$ cat src/rtl/fp_ftoi_seq.sv
// fp_ftoi_seq: multi-cycle IEEE-754 binary32 to signed int32 converter with
// round-toward-zero. The mantissa is aligned by an iterative shifter that moves
// SHIFT_PER_CYCLE bit positions per cycle. Legal values are 1, 2, 4 and 8.
// Valid/ready handshakes are used on both sides, and only one operation is in flight.
module fp_ftoi_seq #(
   parameter int SHIFT_PER_CYCLE = 1
) (
   input  logic        clk,
   input  logic        rst,
   input  logic        in_valid,
   output logic        in_ready,
   input  logic [31:0] A,
   output logic        out_valid,
   input  logic        out_ready,
   output logic [31:0] Y,
   output logic        invalid,
   output logic        inexact
);

   typedef enum logic [1:0] {
      ST_IDLE,
      ST_SHIFT,
      ST_DONE
   } state_t;

   localparam logic [4:0]  LP_SPC     = 5'(SHIFT_PER_CYCLE);
   localparam logic [31:0] LP_INT_MAX = 32'h7FFF_FFFF;
   localparam logic [31:0] LP_INT_MIN = 32'h8000_0000;
   // -2^31 is the one operand at or above 2^31 in magnitude that is representable
   localparam logic [31:0] LP_NEG_2P31 = 32'hCF00_0000;

   state_t      r_state;
   logic        r_sign;
   logic        r_left;
   logic [31:0] r_mag;
   logic [4:0]  r_rem;
   logic        r_sticky;
   logic [31:0] r_y;
   logic        r_invalid;
   logic        r_inexact;

   logic [7:0]  w_exp;
   logic [31:0] w_mag_in;
   logic [4:0]  w_step;
   logic [31:0] w_mask;
   logic        w_lost;
   logic [31:0] w_mag_shifted;
   logic [4:0]  w_rem_next;

   // Handshake outputs decode straight from the state register
   assign in_ready  = (r_state == ST_IDLE);
   assign out_valid = (r_state == ST_DONE);
   assign Y         = r_y;
   assign invalid   = r_invalid;
   assign inexact   = r_inexact;

   assign w_exp    = A[30:23];
   assign w_mag_in = {8'b0, 1'b1, A[22:0]};

   // One step of the iterative shifter: min(SHIFT_PER_CYCLE, remaining) positions
   always_comb begin
      // NOTE: every always_comb output gets a value on every path (here unconditionally); otherwise a latch is inferred.
      w_step        = (r_rem < LP_SPC) ? r_rem : LP_SPC;
      w_mask        = ~(32'hFFFF_FFFF << w_step);
      w_lost        = |(r_mag & w_mask);
      w_mag_shifted = r_left ? (r_mag << w_step) : (r_mag >> w_step);
      w_rem_next    = r_rem - w_step;
   end

   // Control FSM and datapath registers; results are loaded on entry to DONE
   always_ff @(posedge clk) begin
      // NOTE: sequential state uses non-blocking (<=) so every register samples pre-edge values.
      if (rst) begin
         // NOTE: datapath registers are plain flops, not a memory, so resetting them all is cheap and keeps Y at 0 after reset.
         r_state   <= ST_IDLE;
         r_sign    <= 1'b0;
         r_left    <= 1'b0;
         r_mag     <= '0;
         r_rem     <= '0;
         r_sticky  <= 1'b0;
         r_y       <= '0;
         r_invalid <= 1'b0;
         r_inexact <= 1'b0;
      end else begin
         case (r_state)
            ST_IDLE: begin
               if (in_valid) begin
                  r_sign   <= A[31];
                  r_mag    <= w_mag_in;
                  r_sticky <= 1'b0;
                  if (w_exp == 8'hFF) begin
                     // NaN and -inf map to INT_MIN, +inf to INT_MAX
                     r_y       <= (A[31] || (|A[22:0])) ? LP_INT_MIN : LP_INT_MAX;
                     r_invalid <= 1'b1;
                     r_inexact <= 1'b0;
                     r_state   <= ST_DONE;
                  end else if (w_exp < 8'd127) begin
                     // |x| < 1 truncates to zero; any nonzero bit was a fraction
                     r_y       <= '0;
                     r_invalid <= 1'b0;
                     r_inexact <= |A[30:0];
                     r_state   <= ST_DONE;
                  end else if (w_exp >= 8'd158) begin
                     if (A == LP_NEG_2P31) begin
                        r_y       <= LP_INT_MIN;
                        r_invalid <= 1'b0;
                     end else begin
                        r_y       <= A[31] ? LP_INT_MIN : LP_INT_MAX;
                        r_invalid <= 1'b1;
                     end
                     r_inexact <= 1'b0;
                     r_state   <= ST_DONE;
                  end else if (w_exp == 8'd150) begin
                     // Mantissa is already integer-aligned
                     r_y       <= A[31] ? -w_mag_in : w_mag_in;
                     r_invalid <= 1'b0;
                     r_inexact <= 1'b0;
                     r_state   <= ST_DONE;
                  end else begin
                     r_left  <= (w_exp > 8'd150);
                     r_rem   <= (w_exp > 8'd150) ? 5'(w_exp - 8'd150) : 5'(8'd150 - w_exp);
                     r_state <= ST_SHIFT;
                  end
               end
            end

            ST_SHIFT: begin
               r_mag <= w_mag_shifted;
               r_rem <= w_rem_next;
               if (!r_left) begin
                  r_sticky <= r_sticky | w_lost;
               end
               if (w_rem_next == 5'd0) begin
                  r_y       <= r_sign ? -w_mag_shifted : w_mag_shifted;
                  r_invalid <= 1'b0;
                  r_inexact <= r_sticky | (!r_left && w_lost);
                  r_state   <= ST_DONE;
               end
            end

            ST_DONE: begin
               if (out_ready) begin
                  r_state <= ST_IDLE;
               end
            end

            default: r_state <= ST_IDLE;
         endcase
      end
   end

endmodule

$ cat config.mk
export PLATFORM = sky130hd
export DESIGN_NAME = fp_ftoi_seq
export DESIGN_NICKNAME = d
export VERILOG_FILES = /design/src/rtl/fp_ftoi_seq.sv
export SDC_FILE = /design/constraint.sdc
export NUM_CORES = 1
export LEC_CHECK = 0
export CAP_MARGIN = 10
export CORE_MARGIN = 2
export CORE_UTILIZATION = 30
export DETAILED_ROUTE_END_ITERATION = 7
export PLACE_DENSITY = 0.56
export SLEW_MARGIN = 20
export SYNTH_ARGS = -nofsm -noshare
export SYNTH_HDL_FRONTEND = slang
export SYNTH_SLANG_ARGS = --single-unit
$ cat constraint.sdc
create_clock -name clk -period 4 [get_ports clk]
set_input_delay 0.4 -clock clk [delete_from_list [all_inputs] [get_ports clk]]
set_output_delay 0.4 -clock clk [all_outputs]
set_load 0.03 [all_outputs]
=== After elaboration in Yosys (flattened, before gate mapping) ===
Cells that the tools add are included.
W data, S select, Z words.

* Bits in registers: 76
* Input bits: 36
* Output and inout bits: 36
* Word-level logic and storage cells: 107

* Add/subtract/negate cells: 5
* $lt $le $gt $ge: 4
* Equality and inequality tests: 14
* Shifts and indexed selects: 3
* Multiplexer cells: 48
* Bitwise gates (word level): 8
* Reductions and logical operators: 16

{| class="wikitable"
|+ Operators by type and width
! kind !! number
|-
| $mux W32 || 13
|-
| $pmux W32 S2 || 2
|-
| $mux W5 || 7
|-
| $and A32 B32 Y32 || 1
|-
| $eq A32 B32 Y1 const B || 1
|-
| $neg A24 Y32 || 1
|-
| $neg A32 Y32 || 1
|-
| $not A32 Y32 || 1
|-
| $reduce_or A32 Y1 || 1
|-
| $shl A32 B5 Y32 || 1
|-
| $shl A32 B5 Y32 const A || 1
|-
| $shr A32 B5 Y32 || 1
|-
| $reduce_or A31 Y1 || 1
|-
| $reduce_or A23 Y1 || 1
|-
| $eq A8 B8 Y1 const B || 2
|-
| $mux W1 || 14
|-
| $mux W2 || 7
|-
| $ne A2 B2 Y1 const B || 7
|-
| $reduce_and A6 Y1 || 2
|-
| $pmux W5 S2 || 1
|-
| $ge A8 B8 Y1 const B || 1
|-
| $gt A8 B8 Y1 const B || 1
|-
| $lt A8 B7 Y1 const B || 1
|-
| $pmux W1 S2 || 3
|-
| 20 further kinds || 26
|}

=== Longest topological paths before layout ===
* Word-level depth: 10
* Depth in mapped cells: 15
* Mapped depth without buffers: 11

=== Worst setup path after synthesis ===
Ideal clock, no wire load.

* Path type: register to register
* From: reg r_left
* To: reg r_y[26], in the netlist Y[26]
* Library setup time: 0.114 ns
* Arrival time: 3.534 ns
* Path slack: 0.352 ns
* Stages on the path, launching flop included: 15
* Path through: dfxtp_1 clkbuf_1 clkbuf_1 buf_2 buf_2 mux2i_1 nor2_1 a21oi_1 ha_1 a21boi_1 o2111ai_1 o41ai_1 xnor2_1 a21oi_1 nor2_1

* Cells in the longest elaborated chain, start to end: 5

{| class="wikitable"
|+ RTL lines
! item !! line !! source
|-
| start: declaration || 34 || <nowiki>logic r_left;</nowiki>
|-
| start signal: assignment || 120 || <nowiki>r_left <= (w_exp > 8'd150);</nowiki>
|-
| $mux W32 * || 66 || <nowiki>w_mag_shifted = r_left ? (r_mag << w_step) : (r_mag >> w_step);</nowiki>
|-
| $neg A32 Y32 || 134 || <nowiki>r_y <= r_sign ? -w_mag_shifted : w_mag_shifted;</nowiki>
|-
| $mux W32 * || 134 ||
|-
| $mux W32 * || 133 || <nowiki>if (w_rem_next == 5'd0) begin</nowiki>
|-
| $pmux W32 S2 * || 85 || <nowiki>case (r_state)</nowiki>
|-
| end signal: assignment || 93 || <nowiki>r_y <= (A[31] || (|A[22:0])) ? LP_INT_MIN : LP_INT_MAX;</nowiki>
|-
| end signal: assignment || 108 || <nowiki>r_y <= A[31] ? LP_INT_MIN : LP_INT_MAX;</nowiki>
|-
| end signal: assignment || 134 ||
|-
| end: declaration || 38 || <nowiki>logic [31:0] r_y;</nowiki>
|}

Every way passes the cells marked *; elsewhere a longest branch is shown, timed or not. The select of a mux whose other input is x is not followed.
A chain may end at the register's enable or synchronous reset.

=== Worst setup path in the final report ===
* From: reg r_rem[3]
* To: reg r_y[17], in the netlist Y[17]

* Cells in the longest elaborated chain, start to end: 8

{| class="wikitable"
|+ RTL lines
! item !! line !! source
|-
| start: declaration || 36 || <nowiki>logic [4:0] r_rem;</nowiki>
|-
| start signal: assignment || 121 || <nowiki>r_rem <= (w_exp > 8'd150) ? 5'(w_exp - 8'd150) : 5'(8'd150 - w_exp);</nowiki>
|-
| start signal: assignment || 129 || <nowiki>r_rem <= w_rem_next;</nowiki>
|-
| $lt A5 B1 Y1 || 63 || <nowiki>w_step = (r_rem < LP_SPC) ? r_rem : LP_SPC;</nowiki>
|-
| $mux W5 || 63 ||
|-
| $shr A32 B5 Y32 or $shl A32 B5 Y32 (tied branches) || 66 ||
|-
| $mux W32 || 66 ||
|-
| $neg A32 Y32 || 134 ||
|-
| $mux W32 || 134 ||
|-
| $mux W32 || 133 ||
|-
| $pmux W32 S2 || 85 ||
|}

Several ways; a longest one is shown, not always the timed one. The select of a mux whose other input is x is not followed.

==> run_summary.xml <==
<?xml version="1.0" encoding="UTF-8"?>
<metrics>
  <group name="outcome">
    <metric name="status" unit="">completed</metric>
  </group>
  <group name="grt">
    <metric name="global_route.overflow_total" unit="">0</metric>
    <metric name="grt_max_degree" unit="">45</metric>
    <metric name="grt_util_all_layers" unit="%">20.7</metric>
    <metric name="grt_pass1_wl" unit="um">36600</metric>
    <metric name="antenna_found_initial" unit="">0</metric>
    <metric name="first_global_vias" unit="">6465</metric>
  </group>
  <group name="synth">
    <metric name="synthCells" unit="">911</metric>
    <metric name="main_combinational_cell_family_by_area_after_synthesis" unit="">compound AO/OA/AOI/OAI gates</metric>
    <metric name="synth_compound_gate_area_share" unit="%">30.1</metric>
    <metric name="mappedNetlistArea" unit="sq mm">0.00639</metric>
    <metric name="postSynthRegisterBits" unit="">76</metric>
    <metric name="netlist.top_cell.by_area" unit="">sky130_fd_sc_hd__dfxtp_1</metric>
    <metric name="average_instance_area_after_synthesis" unit="sq um">7.02</metric>
    <metric name="async_reset_ff_share" unit="%">0</metric>
    <metric name="synth_xor_xnor_area_share" unit="%">5.21</metric>
    <metric name="synth.distinct_cells" unit="">63</metric>
    <metric name="postSynthNetCount" unit="">955</metric>
    <metric name="synth_mux_area_share" unit="%">6.44</metric>
    <metric name="netlist.area_leader.share" unit="%">23.8</metric>
    <metric name="ys_top_cells_by_area" unit="">sky130_fd_sc_hd__dfxtp_1, sky130_fd_sc_hd__nor2_1, sky130_fd_sc_hd__a21oi_1</metric>
    <metric name="synth_enable_flop_cells" unit="">0</metric>
    <metric name="yosys_warnings" unit="">0</metric>
    <metric name="synth_ff_type" unit="">sky130_fd_sc_hd__dfxtp_1</metric>
    <metric name="synth_simple_gate_area_share" unit="%">27.3</metric>
    <metric name="ys_seq_area_share" unit="%">23.8</metric>
    <metric name="post_synth_fa_ha_maj_area_fraction" unit="%">1.57</metric>
  </group>
  <group name="die">
    <metric name="die_height" unit="um">150</metric>
    <metric name="floorplan.initialDensity" unit="%">30.5</metric>
    <metric name="die_w" unit="um">150</metric>
    <metric name="placement_rows" unit="">53</metric>
    <metric name="coreArea" unit="sq mm">0.0210</metric>
    <metric name="design.die.area" unit="sq mm">0.0225</metric>
    <metric name="i_o_pin_cnt" unit="">72</metric>
  </group>
  <group name="clocking">
    <metric name="clk_latency_worst_skew_pair" unit="ns">0.35</metric>
    <metric name="ctsHoldBuffers" unit="">0</metric>
    <metric name="cts_setup_buffers" unit="">0</metric>
    <metric name="post_cts_resized" unit="">0</metric>
    <metric name="cts_buffers" unit="">9</metric>
    <metric name="clock-root-buffer" unit="">sky130_fd_sc_hd__clkbuf_16</metric>
    <metric name="clock_tree.htree_level_count" unit="">3</metric>
    <metric name="cts_max_path_buffers" unit="">2</metric>
    <metric name="cts.sinks" unit="">76</metric>
    <metric name="clock_tree_from_tritoncts" unit="">done</metric>
    <metric name="cts.clk_slew.worst_paths" unit="ns">0.07</metric>
  </group>
  <group name="placed_design">
    <metric name="dpl.hpwl" unit="um">16500</metric>
    <metric name="io_buffers" unit="">71</metric>
    <metric name="preCtsSetupSlack" unit="ns">0.385</metric>
    <metric name="gp_routability_congestion" unit="">0.914</metric>
  </group>
  <group name="power">
    <metric name="sequential_power_share" unit="%">33.1</metric>
    <metric name="switching_share" unit="%">38.2</metric>
    <metric name="power.ir.vdd_worst" unit="uV">199</metric>
    <metric name="power.switching" unit="mW">1.02</metric>
    <metric name="internal_power" unit="mW">1.64</metric>
    <metric name="clock_power_share" unit="%">32.7</metric>
    <metric name="power.combinational.fraction" unit="%">34.2</metric>
    <metric name="power-per-cell-area" unit="mW/mm^2">349</metric>
    <metric name="leakage" unit="nW">2.53</metric>
  </group>
  <group name="setup_path">
    <metric name="cp_arrival" unit="ns">3.77</metric>
    <metric name="setup.worst_path.class" unit="">flop to flop</metric>
    <metric name="critPathMaxFanout" unit="">7</metric>
    <metric name="element_type_at_the_critical_path_end" unit="">flop</metric>
    <metric name="crit_path_cell_trace" unit="">or3_1, or4_4, a32oi_2, o211ai_1, nor3_1, nand2_1, a211o_1, a211oi_1</metric>
    <metric name="critPathLaunchType" unit="">flop</metric>
    <metric name="slowest_delay" unit="ns">0.61</metric>
    <metric name="r2r_setup_slack" unit="ns">0.50</metric>
    <metric name="cp_data_required_time" unit="ns">4.27</metric>
    <metric name="critical-path-slowest-cell" unit="">sky130_fd_sc_hd__nor3_1</metric>
  </group>
  <group name="timing">
    <metric name="timing.final.max_slew_violations" unit="">0</metric>
    <metric name="tns" unit="ns">0</metric>
    <metric name="finalSetupViolations" unit="">0</metric>
    <metric name="slew_headroom" unit="%">47.4</metric>
    <metric name="rsz0062_at_grt" unit="">no</metric>
    <metric name="final_hold_viol_count" unit="">0</metric>
    <metric name="finClkSkew" unit="ns">0.00645</metric>
    <metric name="worst_setup_slack_after_layout" unit="ns">0.496</metric>
    <metric name="fmax" unit="MHz">285</metric>
    <metric name="final.min_clock_period" unit="ns">3.50</metric>
    <metric name="worst-slew-pin-transition" unit="ns">0.789</metric>
    <metric name="timing.final.crit_share" unit="%">87.6</metric>
    <metric name="min_hold_slack" unit="ns">0.452</metric>
  </group>
  <group name="route">
    <metric name="detail_route.wl_per_cell" unit="um">19.0</metric>
    <metric name="detailedRoute.firstPassIterationCount" unit="">5</metric>
    <metric name="wl" unit="um">23100</metric>
    <metric name="post-route-drc-count" unit="">0</metric>
    <metric name="vias" unit="">6942</metric>
    <metric name="first_iter_violations" unit="">571</metric>
    <metric name="viasPerCell" unit="">5.72</metric>
    <metric name="postRouteAntennaNets" unit="">0</metric>
  </group>
  <group name="flow_run">
    <metric name="maximum_capacitance_violations" unit="">0</metric>
  </group>
  <group name="hold_path">
    <metric name="min-delay-path-class" unit="">flop to flop</metric>
  </group>
  <group name="finish">
    <metric name="commonest_non_fill_non_tap_cells_in_the_layout" unit="">sky130_fd_sc_hd__nor2_1, sky130_fd_sc_hd__a21oi_1, sky130_fd_sc_hd__dfxtp_1</metric>
    <metric name="layout.cells.most_common" unit="">sky130_fd_sc_hd__nor2_1</metric>
    <metric name="insertedDiodeCount" unit="">0</metric>
    <metric name="area_grow_syn2layout" unit="%">19.1</metric>
    <metric name="design.final.nets" unit="">978</metric>
    <metric name="drive_above_1_share" unit="%">6.18</metric>
  </group>
</metrics>
## synth_stat cells, drive strengths merged, types with 9 or more instances
| library cell | n |
|---|---|
| nor2 | 132 |
| a21oi | 96 |
| dfxtp | 76 |
| nand2 | 67 |
| clkbuf | 64 |
| nor3 | 55 |
| o21ai | 53 |
| mux2i | 40 |
| xnor2 | 23 |
| a211oi | 21 |
| o22ai | 20 |
| buf | 16 |
| nand3 | 15 |
| xor2 | 15 |
| nor4 | 14 |
| a22oi | 12 |
| nand2b | 12 |
| or4 | 12 |
| nor2b | 11 |
| a211o | 10 |
| inv | 9 |
| nor3b | 9 |
## critical path: cells and delay by family, from the launching register on
kind             cells  cell delay (ns)
AND/OR/NAND/NOR      4             1.81
AO/OA/AOI/OAI        4             1.22
flip-flops           1             0.38
## stage by stage
stage                     util, %  power [mW]  area (sq um)  instances
after floorplan                 -        1.48          6390        911
final                        36.3        2.66          7610       1214
after global placement       34.9        1.79          7310       1198
after global routing         36.3        2.80          7610       1214
after detailed placement     34.9        1.79          7310       1198
after CTS                    36.3        2.67          7610       1214
## power by group through the flow
stage,Sequential (mW),Clock [mW],Combinational (mW)
after floorplan,0.917,0,0.565
after global placement,0.895,0,0.895
after detailed placement,0.896,0,0.896
after CTS,0.878,0.890,0.901
after global routing,0.889,0.924,0.992
final,0.881,0.871,0.909
## cell families after synthesis
family | Yosys count
AND/OR/NAND/NOR | 363
AO/OA/AOI/OAI | 295
buffers and inverters | 90
flip-flops | 76
multiplexers | 41
XOR/XNOR | 38
adder cells (fa/ha/maj) | 8
## per-layer routing
| layer | GRT usage [%] | share of wire (%) | wire length, um |
|---|---|---|---|
| met5 | 0 | 0 | 0 |
| met1 | 28.2 | 46 | 10700 |
| met3 | 3.32 | 5.6 | 1280 |
| met2 | 33.2 | 45 | 10500 |
| met4 | 6.89 | 2.7 | 629 |
## flip-flops by register name, indices dropped and copies added (netlist names)
signal	cells
Y	32
r_mag	32
r_rem	5
r_state	2
inexact	1
invalid	1
r_left	1
r_sign	1
r_sticky	1
## path summary, 6_finish.rpt
kind / startpoint / to / cells past startpoint
max: r_rem[3] / Y[17] / 8
min: Y[6] / Y[6] / 2
max reg2reg: r_rem[3] / Y[17] / 8
min reg2reg: Y[6] / Y[6] / 2
## area by class of cell
type | count | area (sq um)
clock inverters | 7 | 81.3
clock buffers | 9 | 225
repair buffers | 92 | 876
flip-flops and latches | 76 | 1520
multi-input cells | 745 | 4530
well taps | 275 | 344
inverters | 10 | 37.5
fillers | 2301 | 13300
(Power assumes the default switching activity.)
